### src/rtl/riscv_pkg.sv
// Shared RV32I definitions: datapath width, ALU op codes, forward selects.
package riscv_pkg;

    localparam int DEF_XLEN = 32;

    localparam logic [2:0] ALU_ADD = 3'b000;
    localparam logic [2:0] ALU_SUB = 3'b001;
    localparam logic [2:0] ALU_AND = 3'b010;
    localparam logic [2:0] ALU_OR  = 3'b011;
    localparam logic [2:0] ALU_SLT = 3'b101;

    localparam logic [1:0] FWD_RF  = 2'b00;
    localparam logic [1:0] FWD_WB  = 2'b01;
    localparam logic [1:0] FWD_MEM = 2'b10;

endpackage

### src/rtl/execute_cycle_alu.sv
// Combinational ALU for the execute stage; unlisted op codes yield zero.
module alu
    import riscv_pkg::*;
#(
    parameter int XLEN = DEF_XLEN
) (
    input  logic [XLEN-1:0] A,
    input  logic [XLEN-1:0] B,
    input  logic [2:0]      ALUControl,
    output logic [XLEN-1:0] Result,
    output logic            Zero
);

    // Operation select; add/sub wrap naturally at XLEN bits
    always_comb begin
        Result = '0;
        case (ALUControl)
            ALU_ADD: Result = A + B;
            ALU_SUB: Result = A - B;
            ALU_AND: Result = A & B;
            ALU_OR:  Result = A | B;
            ALU_SLT: Result = {{(XLEN-1){1'b0}}, ($signed(A) < $signed(B))};
            default: Result = '0;
        endcase
    end

    assign Zero = (Result == '0);

endmodule

### src/rtl/execute_cycle.sv
// Execute stage: operand forwarding, ALU, beq resolution, EX/MEM register
// and a saturating taken-branch counter.
module execute_cycle
    import riscv_pkg::*;
#(
    parameter int XLEN    = DEF_XLEN,
    parameter int BRCNT_W = 16
) (
    input  logic               clk,
    input  logic               rst,
    input  logic               ValidE,
    input  logic               RegWriteE,
    input  logic               ALUSrcE,
    input  logic               MemWriteE,
    input  logic               ResultSrcE,
    input  logic               BranchE,
    input  logic [2:0]         ALUControlE,
    input  logic [XLEN-1:0]    RD1_E,
    input  logic [XLEN-1:0]    RD2_E,
    input  logic [XLEN-1:0]    Imm_Ext_E,
    input  logic [4:0]         RD_E,
    input  logic [XLEN-1:0]    PCE,
    input  logic [XLEN-1:0]    PCPlus4E,
    input  logic [1:0]         ForwardAE,
    input  logic [1:0]         ForwardBE,
    input  logic [XLEN-1:0]    ResultW,
    input  logic               StallM,
    input  logic               FlushM,
    output logic               PCSrcE,
    output logic [XLEN-1:0]    PCTargetE,
    output logic               RegWriteM,
    output logic               MemWriteM,
    output logic               ResultSrcM,
    output logic               ValidM,
    output logic [4:0]         RD_M,
    output logic [XLEN-1:0]    ALU_ResultM,
    output logic [XLEN-1:0]    WriteDataM,
    output logic [XLEN-1:0]    PCPlus4M,
    output logic [BRCNT_W-1:0] BranchCount
);

    logic [XLEN-1:0]    w_src_a;
    logic [XLEN-1:0]    w_src_b;
    logic [XLEN-1:0]    w_write_data;
    logic [XLEN-1:0]    w_alu_result;
    logic               w_zero;
    logic               w_pcsrc;

    logic               r_valid;
    logic               r_reg_write;
    logic               r_mem_write;
    logic               r_result_src;
    logic [4:0]         r_rd;
    logic [XLEN-1:0]    r_alu_result;
    logic [XLEN-1:0]    r_write_data;
    logic [XLEN-1:0]    r_pc_plus4;
    logic [BRCNT_W-1:0] r_branch_count;

    // Forwarding muxes; select 11 falls back to the regfile value
    always_comb begin
        case (ForwardAE)
            FWD_WB:  w_src_a = ResultW;
            FWD_MEM: w_src_a = r_alu_result;
            default: w_src_a = RD1_E;
        endcase
        case (ForwardBE)
            FWD_WB:  w_write_data = ResultW;
            FWD_MEM: w_write_data = r_alu_result;
            default: w_write_data = RD2_E;
        endcase
        w_src_b = ALUSrcE ? Imm_Ext_E : w_write_data;
    end

    alu #(.XLEN(XLEN)) u_alu (
        .A          (w_src_a),
        .B          (w_src_b),
        .ALUControl (ALUControlE),
        .Result     (w_alu_result),
        .Zero       (w_zero)
    );

    // Redirect only in the cycle the branch actually advances, so a stalled
    // branch produces exactly one pulse when it is released.
    assign w_pcsrc   = ValidE & BranchE & w_zero & ~StallM & ~rst;
    assign PCSrcE    = w_pcsrc;
    assign PCTargetE = PCE + Imm_Ext_E;

    // EX/MEM register and taken-branch counter: rst > StallM > FlushM > load
    always_ff @(posedge clk) begin
        if (rst) begin
            r_valid        <= 1'b0;
            r_reg_write    <= 1'b0;
            r_mem_write    <= 1'b0;
            r_result_src   <= 1'b0;
            r_rd           <= '0;
            r_alu_result   <= '0;
            r_write_data   <= '0;
            r_pc_plus4     <= '0;
            r_branch_count <= '0;
        end else if (!StallM) begin
            // A flush only kills the control bits; data fields load as usual
            r_valid        <= ValidE & ~FlushM;
            r_reg_write    <= RegWriteE & ValidE & ~FlushM;
            r_mem_write    <= MemWriteE & ValidE & ~FlushM;
            r_result_src   <= ResultSrcE;
            r_rd           <= RD_E;
            r_alu_result   <= w_alu_result;
            r_write_data   <= w_write_data;
            r_pc_plus4     <= PCPlus4E;
            if (w_pcsrc && (r_branch_count != {BRCNT_W{1'b1}})) begin
                r_branch_count <= r_branch_count + 1'b1;
            end
        end
    end

    assign ValidM      = r_valid;
    assign RegWriteM   = r_reg_write;
    assign MemWriteM   = r_mem_write;
    assign ResultSrcM  = r_result_src;
    assign RD_M        = r_rd;
    assign ALU_ResultM = r_alu_result;
    assign WriteDataM  = r_write_data;
    assign PCPlus4M    = r_pc_plus4;
    assign BranchCount = r_branch_count;

endmodule

### config.mk
export PLATFORM = sky130hd
export DESIGN_NAME = execute_cycle
export DESIGN_NICKNAME = d
export VERILOG_FILES = /design/src/rtl/riscv_pkg.sv /design/src/rtl/execute_cycle_alu.sv /design/src/rtl/execute_cycle.sv
export SDC_FILE = /design/constraint.sdc
export NUM_CORES = 1
export LEC_CHECK = 0
export ABC_CLOCK_PERIOD_IN_PS = 7900
export CAP_MARGIN = 25
export CORE_MARGIN = 2
export CORE_UTILIZATION = 48
export CTS_BUF_LIST = sky130_fd_sc_hd__clkbuf_4 sky130_fd_sc_hd__clkbuf_8 sky130_fd_sc_hd__clkbuf_16
export CTS_CLUSTER_DIAMETER = 50
export CTS_CLUSTER_SIZE = 28
export DETAILED_ROUTE_END_ITERATION = 10
export PLACE_DENSITY = 0.83
export SKIP_LAST_GASP = 1
export SLEW_MARGIN = 10
export SYNTH_ARGS = -nofsm -noshare
export SYNTH_HDL_FRONTEND = slang
export SYNTH_SLANG_ARGS = --single-unit
### constraint.sdc
create_clock -name clk -period 7.9 [get_ports clk]
set_input_delay 1.185 -clock clk [delete_from_list [all_inputs] [get_ports clk]]
set_output_delay 1.185 -clock clk [all_outputs]
set_load 0.01 [all_outputs]
### After elaboration in Yosys (flattened, before gate mapping)

Cells that the tools add are included.

| storage, ports and cells | value |
|---|---|
| flip-flop bits (word level) | 121 |
| bits in latches | 0 |
| RAM bits | 0 |
| memory bits (read-only) | 0 |
| input port bits | 214 |
| output and inout port bits | 154 |
| logic and storage cells | 45 |
| memories kept | 0 |

| cells by class | value |
|---|---|
| $add $sub $neg | 4 |
| multipliers | 0 |
| divide/modulo/power cells | 0 |
| order comparisons | 1 |
| equal/unequal tests | 9 |
| shift-type cells | 0 |
| multiplexer cells | 4 |
| bitwise operators | 14 |
| reduce and logical (&&, ||, !) cells | 4 |

Operators by type and width:

| kind | count |
|---|---|
| $pmux 32 s5 | 1 |
| $pmux 32 s2 | 2 |
| $add 32x32->32 | 2 |
| $and 32x32->32 | 1 |
| $logic_not 32->1 | 1 |
| $lt 32x32->1 | 1 |
| $mux 32 | 1 |
| $or 32x32->32 | 1 |
| $sub 32x32->32 | 1 |
| $add 16x1->16 const B | 1 |
| $ne 16x16->1 const B | 1 |
| $and 1x1->1 | 9 |
| $eq 3x2->1 const B | 2 |
| $eq 2x1->1 const B | 2 |
| $eq 2x2->1 const B | 2 |
| $eq 3x1->1 const B | 1 |
| $eq 3x3->1 const B | 1 |
| $logic_not 3->1 | 1 |
| $not 1->1 | 3 |
| $reduce_and 2->1 | 1 |
| $logic_and 1x1->1 | 1 |

### Depth between registers and ports, before layout

Gate-level depths: netlist (run 1).

| depth | value |
|---|---|
| word-level depth | 11 |
| gate-level depth with buffers | 24 |
| gate-level depth less buffers | 21 |

### Hierarchy

Synthesis (run 1) repeated with hierarchy kept, for this count alone.

| unflattened totals | value |
|---|---|
| cell total of the unflattened synthesis | 1762 |
| area total of the unflattened synthesis | 12537.0 um2 |

By module, submodules not included:

| module | instances | cells each | area an instance (um2) | sequential area each (um2) |
|---|---|---|---|---|
| execute_cycle | 1 | 978 | 7452.1 | 2422.3 |
| alu | 1 | 784 | 5084.9 | 0.0 |

### Worst setup path before layout (run 1)

OpenSTA, ideal clock, no wires.

| timing path | value |
|---|---|
| path type | input port to output port |
| start | input ForwardBE[0] |
| end | output PCSrcE |
| arrival time | 5558 ps |
| data required time | 6715 ps |
| path slack | 1157 ps |
| stages | 21 |
| path buffers | 3 |
| path through | inv_1 ha_1 clkbuf_1 clkbuf_1 a21oi_1 o21ai_0 ha_1 inv_1 fa_1 and2b_1 o211ai_1 nand4_1 mux2i_1 a211o_1 a2111oi_0 or4b_1 nor4_1 and4_1 nand4_2 buf_6 nor3_1 |

| on the way | value |
|---|---|
| longest elaborated chain between the ends | 9 |
| elaborated cells between the ends (all ways) | 14 |
| those cells by class | 2 x add/sub; 1 x order compare; 2 x eq/ne; 3 x mux; 5 x bitwise; 1 x reduce/logical |

RTL lines:

| what | line | RTL |
|---|---|---|
| start: declaration | execute_cycle.sv:25 | `input logic [1:0] ForwardBE,` |
| $eq 2x2->1 / $eq 2x1->1 (equally long branches) | execute_cycle.sv:66 | `case (ForwardBE)` |
| $pmux 32 s2 (*) | execute_cycle.sv:66 |  |
| $mux 32 (*) | execute_cycle.sv:71 | `w_src_b = ALUSrcE ? Imm_Ext_E : w_write_data;` |
| $sub 32x32->32, or another cell as far along | execute_cycle_alu.sv:19 | `ALU_SUB: Result = A - B;` |
| $pmux 32 s5 (*) | execute_cycle_alu.sv:17 | `case (ALUControl)` |
| $logic_not 32->1 (*) | execute_cycle_alu.sv:27 | `assign Zero = (Result == '0);` |
| $and 1x1->1 (*) (3 in series) | execute_cycle.sv:84 | `assign w_pcsrc = ValidE & BranchE & w_zero & ~StallM & ~rst;` |
| end: declaration | execute_cycle.sv:29 | `output logic PCSrcE,` |

Every way passes the cells marked *; elsewhere a longest branch is shown, timed or not.

### Worst setup path after layout (run 1)

| timing path | value |
|---|---|
| start | input ForwardBE[1] |
| end | output PCSrcE |

The elaborated chain is that of the path after synthesis.

==> results of run 1 <==
==> final timing paths <==
| path | end | slack, ns | cells after the start |
|---|---|---|---|
| hold reg to reg | WriteDataM[14] | 0.49 | 2 |
| hold / removal | WriteDataM[14] | 0.49 | 2 |
| setup / recovery | PCSrcE | 0.18 | 25 |
| setup reg to reg | BranchCount[7] | 2.30 | 21 |
==> report_power, final <==
group | switching [mW] | leakage, nW | internal (mW) | total [mW]
registers | 0.0339 | 0.991 | 0.644 | 0.678
clock network | 0.327 | 0.293 | 0.503 | 0.830
logic | 0.812 | 6.65 | 0.692 | 1.50
total | 1.17 | 7.94 | 1.84 | 3.01
==> registers in the layout (all words and copies together) (netlist names) <==
register / flops
MemWriteM: 1
ResultSrcM: 1
PCPlus4M: 32
ValidM: 1
RD_M: 5
ALU_ResultM: 32
WriteDataM: 32
BranchCount: 16
RegWriteM: 1
==> cell families (layout without fill, tap and decap cells) <==
family                   count (synthesis)  in the layout  share of synthesized area [%]
AO/OA/AOI/OAI                          599            599                           30.7
multiplexers                            64             64                           5.14
adder cells (fa/ha/maj)                135            135                           13.3
other                                    0              5                              0
XOR/XNOR                                41             41                           2.80
AND/OR/NAND/NOR                        619            619                           22.0
flip-flops                             121            121                           18.9
buffers and inverters                  234            695                           7.14
==> area by class of cell <==
type	instances	area, um^2
multi-input cells	1458	9610
fillers	2160	7620
repair buffers	548	5080
flip-flops and latches	121	2420
inverters	115	432
clock buffers	17	425
well taps	335	419
clock inverters	15	190
diodes	5	12.5
==> layer usage <==
layer | up-vias | routed length (um)
met1 | 7512 | 23000
met3 | 160 | 5860
met2 | 938 | 26700
li1 | 7380 | -
met5 | - | 0
met4 | 0 | 2160
==> through the flow <==
stage	util [%]	instance area, um^2	worst slack [ns]	power, mW	instances
floorplan	-	12800	1.16	1.45	1813
global placement	68.1	17800	-0.186	2.11	2575
detailed placement	68.1	17800	-0.285	2.13	2575
CTS	70.6	18500	0.139	2.96	2607
global route	70.9	18600	-0.00581	3.14	2614
finish	70.9	18600	0.185	3.01	2614
==> what timing repair did <==
item | CTS | global route
gates cloned | 0 | 0
buffers inserted | 0 | 1
endpoints found under the setup margin | 1 | 1
pin swaps | 0 | 7
gates resized for setup | 11 | 16
==> worst max-delay path, stage by stage <==
cell             delay (ns)
clkdlybuf4s50_1        0.50
inv_1                  0.05
ha_1                   0.21
buf_4                  0.17
buf_4                  0.21
a22oi_1                0.21
nor2_1                 0.06
a21oi_1                0.18
o21ai_0                0.18
ha_1                   0.52
inv_1                  0.10
a21oi_1                0.29
o31ai_1                0.12
buf_4                  0.16
a32oi_1                0.42
buf_4                  0.20
a41oi_1                0.10
o21ai_0                0.15
xnor2_1                0.15
o22ai_1                0.16
nor4_1                 0.29
buf_4                  0.17
nand4_2                0.16
nor3_2                 0.21
dlygate4sd2_1          0.35
==> layout by cell type, fill, tap and decap left out, drive strengths merged, types with 10 or more instances in the layout <==
master and count:
o21bai 13, inv 120, nand2 172, nor2b 21, a21o 23, nand3 38
xnor2 32, clkdlybuf4s50 362, o211ai 24, clkbuf 17, and3 13, nor4 13
o211a 10, o31ai 26, nand2b 16, or3 11, ha 132, o22ai 13
nor3 29, o21a 15, dfxtp 121, buf 185, a22oi 67, or4 11
and2 10, nor2 250, a21oi 185, mux2i 57, o21ai 114, a211oi 24
==> results.toml, run 1 <==
[synthesis]
synth_edf_count = 0
synthArstFlopShare_pct = 0
synth.largest_area_cell = "dfxtp_1"
ys_seq_area_share_pct = 18.9
synthTopCellsByArea = "dfxtp_1 (19%), ha_1 (13%), nor2_1 (7.2%)"
synth_seq_cells = 121
syn_inst = 1813
yosysWarnings = 0
ys_types = 91
synth-main-ff-cell = "dfxtp_1"
synth_top_area_share_pct = 18.9
ys_top_cells_by_count = "nor2_1 (247), a21oi_1 (184), nand2_1 (171)"
avgSynthCellArea_um2 = 7.09
syn_nets = 2162
yosysMostFrequentCell = "nor2_1"
syn-cell-area_mm2 = 0.0128

[critical_path]
crit_start = "ForwardBE[1]"
path_class = "primary input to output pin"
worst_setup_path_end_kind = "output pin"
crit_fanout = 21
critPathLaunchType = "primary input"
required_ns = 6.71
cp_data_arrival_time_ns = 6.53
r2r-start = "ALU_ResultM[0]"

[clock_network]
tritoncts_num_sinks = 121
cts_buffers = 17
clockRootBuffer = "clkbuf_16"
path_clk_slew_ns = 0.06
clock_path_buffers = 2
h-tree-depth = 4
postCtsHoldBufs = 0
clock_latency_ns = 0.43
cts_tree = "done"

[detailed_routing]
drt-initial-drc-count = 1910
drt_wl_total_um = 57700
antenna_left = 0
drc = 0
dr.pass1.iters = 6
drt-vias-per-instance = 6.12
wire_per_inst_um = 22.1
vias = 16000

[timing]
report.final.setup_viol = 0
whs_ns = 0.494
period_share_pct = 97.7
max-slew-margin-rel_pct = 42.1
worst_pin_slew_ns = 0.869
tns_ns = 0
finClkSkew_ns = 0.00938
slew_viol_final = 0
max_freq_mhz = 130
layout_min_cycle_time_ns = 7.72
final_hold_viol_count = 0

[layout]
syn2layout_area_growth_pct = 44.7
nNetsFinal = 2610
layout-drive-gt1-share_pct = 12.2

[floorplan]
die_w_um = 168
ios = 368
die_area_mm2 = 0.0281
core_area_mm2 = 0.0262
initial_core_util_pct = 49.0
rows = 59
die_height_um = 168

[place]
port_buffers = 367
dp_hpwl_um = 46100
gp_congestion = 1.03

[outcome]
status = "finished, final reports clean"

[pwr]
p_per_area_mw_per_mm2 = 162
p_leak_nw = 7.94
ir_worst_vdd_uv = 159

[grt]
grt_overflow = 0
grt_start_max_net_pins = 103
top_usage_layer = "met2"
grt_pass1_wl_um = 86900
grt_pass1_vias = 15400
grt.met2_usage_pct = 64.8
grt_antenna_before_repair = 5
grtUsageMet1_pct = 49.1
met3_usage_pct = 10.2
grt_usage_pct = 39.4

[hold_path]
hp-start = "WriteDataM[14]"
hold_path_class = "flip-flop to flip-flop"

[job]
maxCapViolCount = 0
No activity file was read; power rests on OpenSTA's default activity.
==> run 2: changes to the inputs <==
--- a/config.mk
+++ b/config.mk
@@ -5,15 +5,16 @@
 export SDC_FILE = /design/constraint.sdc
 export NUM_CORES = 1
 export LEC_CHECK = 0
-export ABC_CLOCK_PERIOD_IN_PS = 7900
+export ABC_CLOCK_PERIOD_IN_PS = 8500
 export CAP_MARGIN = 25
 export CORE_MARGIN = 2
-export CORE_UTILIZATION = 48
+export CORE_UTILIZATION = 50
 export CTS_BUF_LIST = sky130_fd_sc_hd__clkbuf_4 sky130_fd_sc_hd__clkbuf_8 sky130_fd_sc_hd__clkbuf_16
 export CTS_CLUSTER_DIAMETER = 50
 export CTS_CLUSTER_SIZE = 28
 export DETAILED_ROUTE_END_ITERATION = 10
-export PLACE_DENSITY = 0.83
+export GPL_ROUTABILITY_DRIVEN = 0
+export PLACE_DENSITY = 0.85
 export SKIP_LAST_GASP = 1
 export SLEW_MARGIN = 10
 export SYNTH_ARGS = -nofsm -noshare
==> constraint.sdc (replaced) <==
create_clock -name clk -period 8.5 [get_ports clk]
set_input_delay 1.275 -clock clk [delete_from_list [all_inputs] [get_ports clk]]
set_output_delay 1.275 -clock clk [all_outputs]
set_load 0.01 [all_outputs]
==> run 2 against run 1 <==
The run now ends with design-rule violations left. Worst hold slack lost 0.00073 ns. Flip-flop and latch count is the same. Core utilization shrank 1.4 points.
==> results.toml, run 2 (synthesis results as in run 1) <==
[outcome]
status = "complete, but fails checks"
violations = "design-rule violations"

[critical_path]
cp_data_arrival_time_ns = 7.08
crit_fanout = 26
r2r-start = "ALU_ResultM[0]"
rr_worst_depth = 20
r2r_slack_ns = 2.71
critPathLaunchType = "primary input"
required_ns = 7.22
worst_setup_path_end_kind = "output pin"
r2r-end = "BranchCount[7]"
path_class = "primary input to output pin"

[clock_network]
tritoncts_num_sinks = 121
path_clk_slew_ns = 0.06
postCtsHoldBufs = 0
clock_latency_ns = 0.44
cts_tree = "done"
cts_resized = 0
h-tree-depth = 4
cts_setup_buffers = 0
cts_buffers = 17
clockRootBuffer = "clkbuf_16"
clock_path_buffers = 2

[detailed_routing]
vias = 15900
dr.pass1.iters = 11
drt-initial-drc-count = 2416
antenna_left = 0
drc = 1
drt-vias-per-instance = 6.43
drt_wl_total_um = 54100
wire_per_inst_um = 21.9

[floorplan]
core_area_mm2 = 0.0252
rows = 58
die_height_um = 164
ios = 368
die_w_um = 164
initial_core_util_pct = 51.0
die_area_mm2 = 0.0270

[timing]
period_share_pct = 98.3
max-slew-margin-rel_pct = 33.6
worst_pin_slew_ns = 0.997
finClkSkew_ns = 0.0234
whs_ns = 0.493
slew_viol_final = 0
report.final.setup_viol = 0
layout_min_cycle_time_ns = 8.36
max_freq_mhz = 120
final_hold_viol_count = 0

[grt]
grt_start_max_net_pins = 99
grt_pass1_wl_um = 81600
grt_antenna_before_repair = 2
grt_overflow = 0
grt_pass1_vias = 14900
grt_usage_pct = 38.5

[layout]
final_common_cell = "clkdlybuf4s50_1"
layout-drive-gt1-share_pct = 6.73
final_cell_mix = "clkdlybuf4s50_1 (363), nor2_1 (246), a21oi_1 (183)"
syn2layout_area_growth_pct = 36.3
nNetsFinal = 2477

[pwr]
p_int_mw = 1.56
power_frac_clock_pct = 28.5
p_sw_share_pct = 41.1
pwr-share-comb_pct = 47.8
p_leak_nw = 7.27
p_per_area_mw_per_mm2 = 151
pwr-share-seq_pct = 23.7
ir_worst_vdd_uv = 138
p_sw_mw = 1.09
finalPower_mw = 2.65

[place]
port_buffers = 367
dp_hpwl_um = 41800

[hold_path]
hold_path_class = "flip-flop to flip-flop"
hp-start = "WriteDataM[11]"
worstHoldEndpoint = "WriteDataM[11]"
hold_path_depth = 2

[job]
maxCapViolCount = 0
==> run 2: cell count changes in the layout (fill, tap and decap cells not counted), moves of 2 or more <==
cell,previous run,this run
buf_12,5,1
buf_4,178,48
bufinv_16,3,1
clkinvlp_4,3,1
diode_2,5,1
ha_1,128,126
ha_2,4,6
inv_6,4,6
nor3_1,25,27
nor3_2,4,2
==> run 2: layout make-up <==
| type | instances | area, um^2 |
|---|---|---|
| multi-input cells | 1458 | 9600 |
| fillers | 1964 | 7670 |
| repair buffers | 415 | 4050 |
| flip-flops and latches | 121 | 2420 |
| clock buffers | 18 | 439 |
| inverters | 115 | 432 |
| well taps | 330 | 413 |
| clock inverters | 14 | 155 |
| diodes | 1 | 2.50 |
==> run 2: stage by stage <==
stage	instance area, um^2	utilization (%)	std cells	setup TNS, ns	setup slack (ns)
2_1_floorplan	12800	-	1813	0	1.58
3_3_place_gp	16800	66.7	2438	0	0.0762
3_5_place_dp	16800	66.7	2438	0	0.0948
4_1_cts	17400	69.1	2470	0	0.0348
5_1_grt	17500	69.6	2472	-0.155	-0.155
6_report	17500	69.6	2472	0	0.145
==> run 2: worst max-delay path by stage <==
stage                            start  endpoint  depth (start not counted)
after floorplan           ForwardBE[0]    PCSrcE                         21
after CTS                 ForwardBE[1]    PCSrcE                         21
after global placement    ForwardBE[0]    PCSrcE                         22
final                     ForwardAE[0]    PCSrcE                         18
after global routing      ForwardAE[0]    PCSrcE                         18
after detailed placement  ForwardBE[0]    PCSrcE                         22
==> run 2: critical path: stages <==
cell,delay [ns]
clkdlybuf4s50_1,0.48
inv_1,0.05
ha_1,0.47
buf_4,0.27
buf_4,0.22
o21ai_0,0.48
ha_2,0.47
nor4_2,0.39
nand3_1,0.19
o21bai_1,0.29
a2111oi_2,0.43
nor2_1,0.14
xnor2_1,0.15
o221ai_1,0.25
nor4_2,0.41
nand4_2,0.19
nor3_2,0.28
clkdlybuf4s50_1,0.63
==> run 2: layer usage <==
layer	part of all wire [%]	vias to the layer above	track usage, %
li1	-	7131	-
met1	37	7294	48.2
met5	0	-	0
met2	45	1248	61.1
met3	13	232	11.1
met4	5.3	0	17.7
==> run 2: power groups by stage <==
| stage | clock, mW | sequential, mW | combinational, mW |
|---|---|---|---|
| after global placement | 0 | 0.636 | 1.17 |
| final | 0.755 | 0.627 | 1.27 |
| after CTS | 0.752 | 0.625 | 1.20 |
| after floorplan | 0 | 0.645 | 0.708 |
| after global routing | 0.776 | 0.628 | 1.35 |
| after detailed placement | 0 | 0.637 | 1.20 |
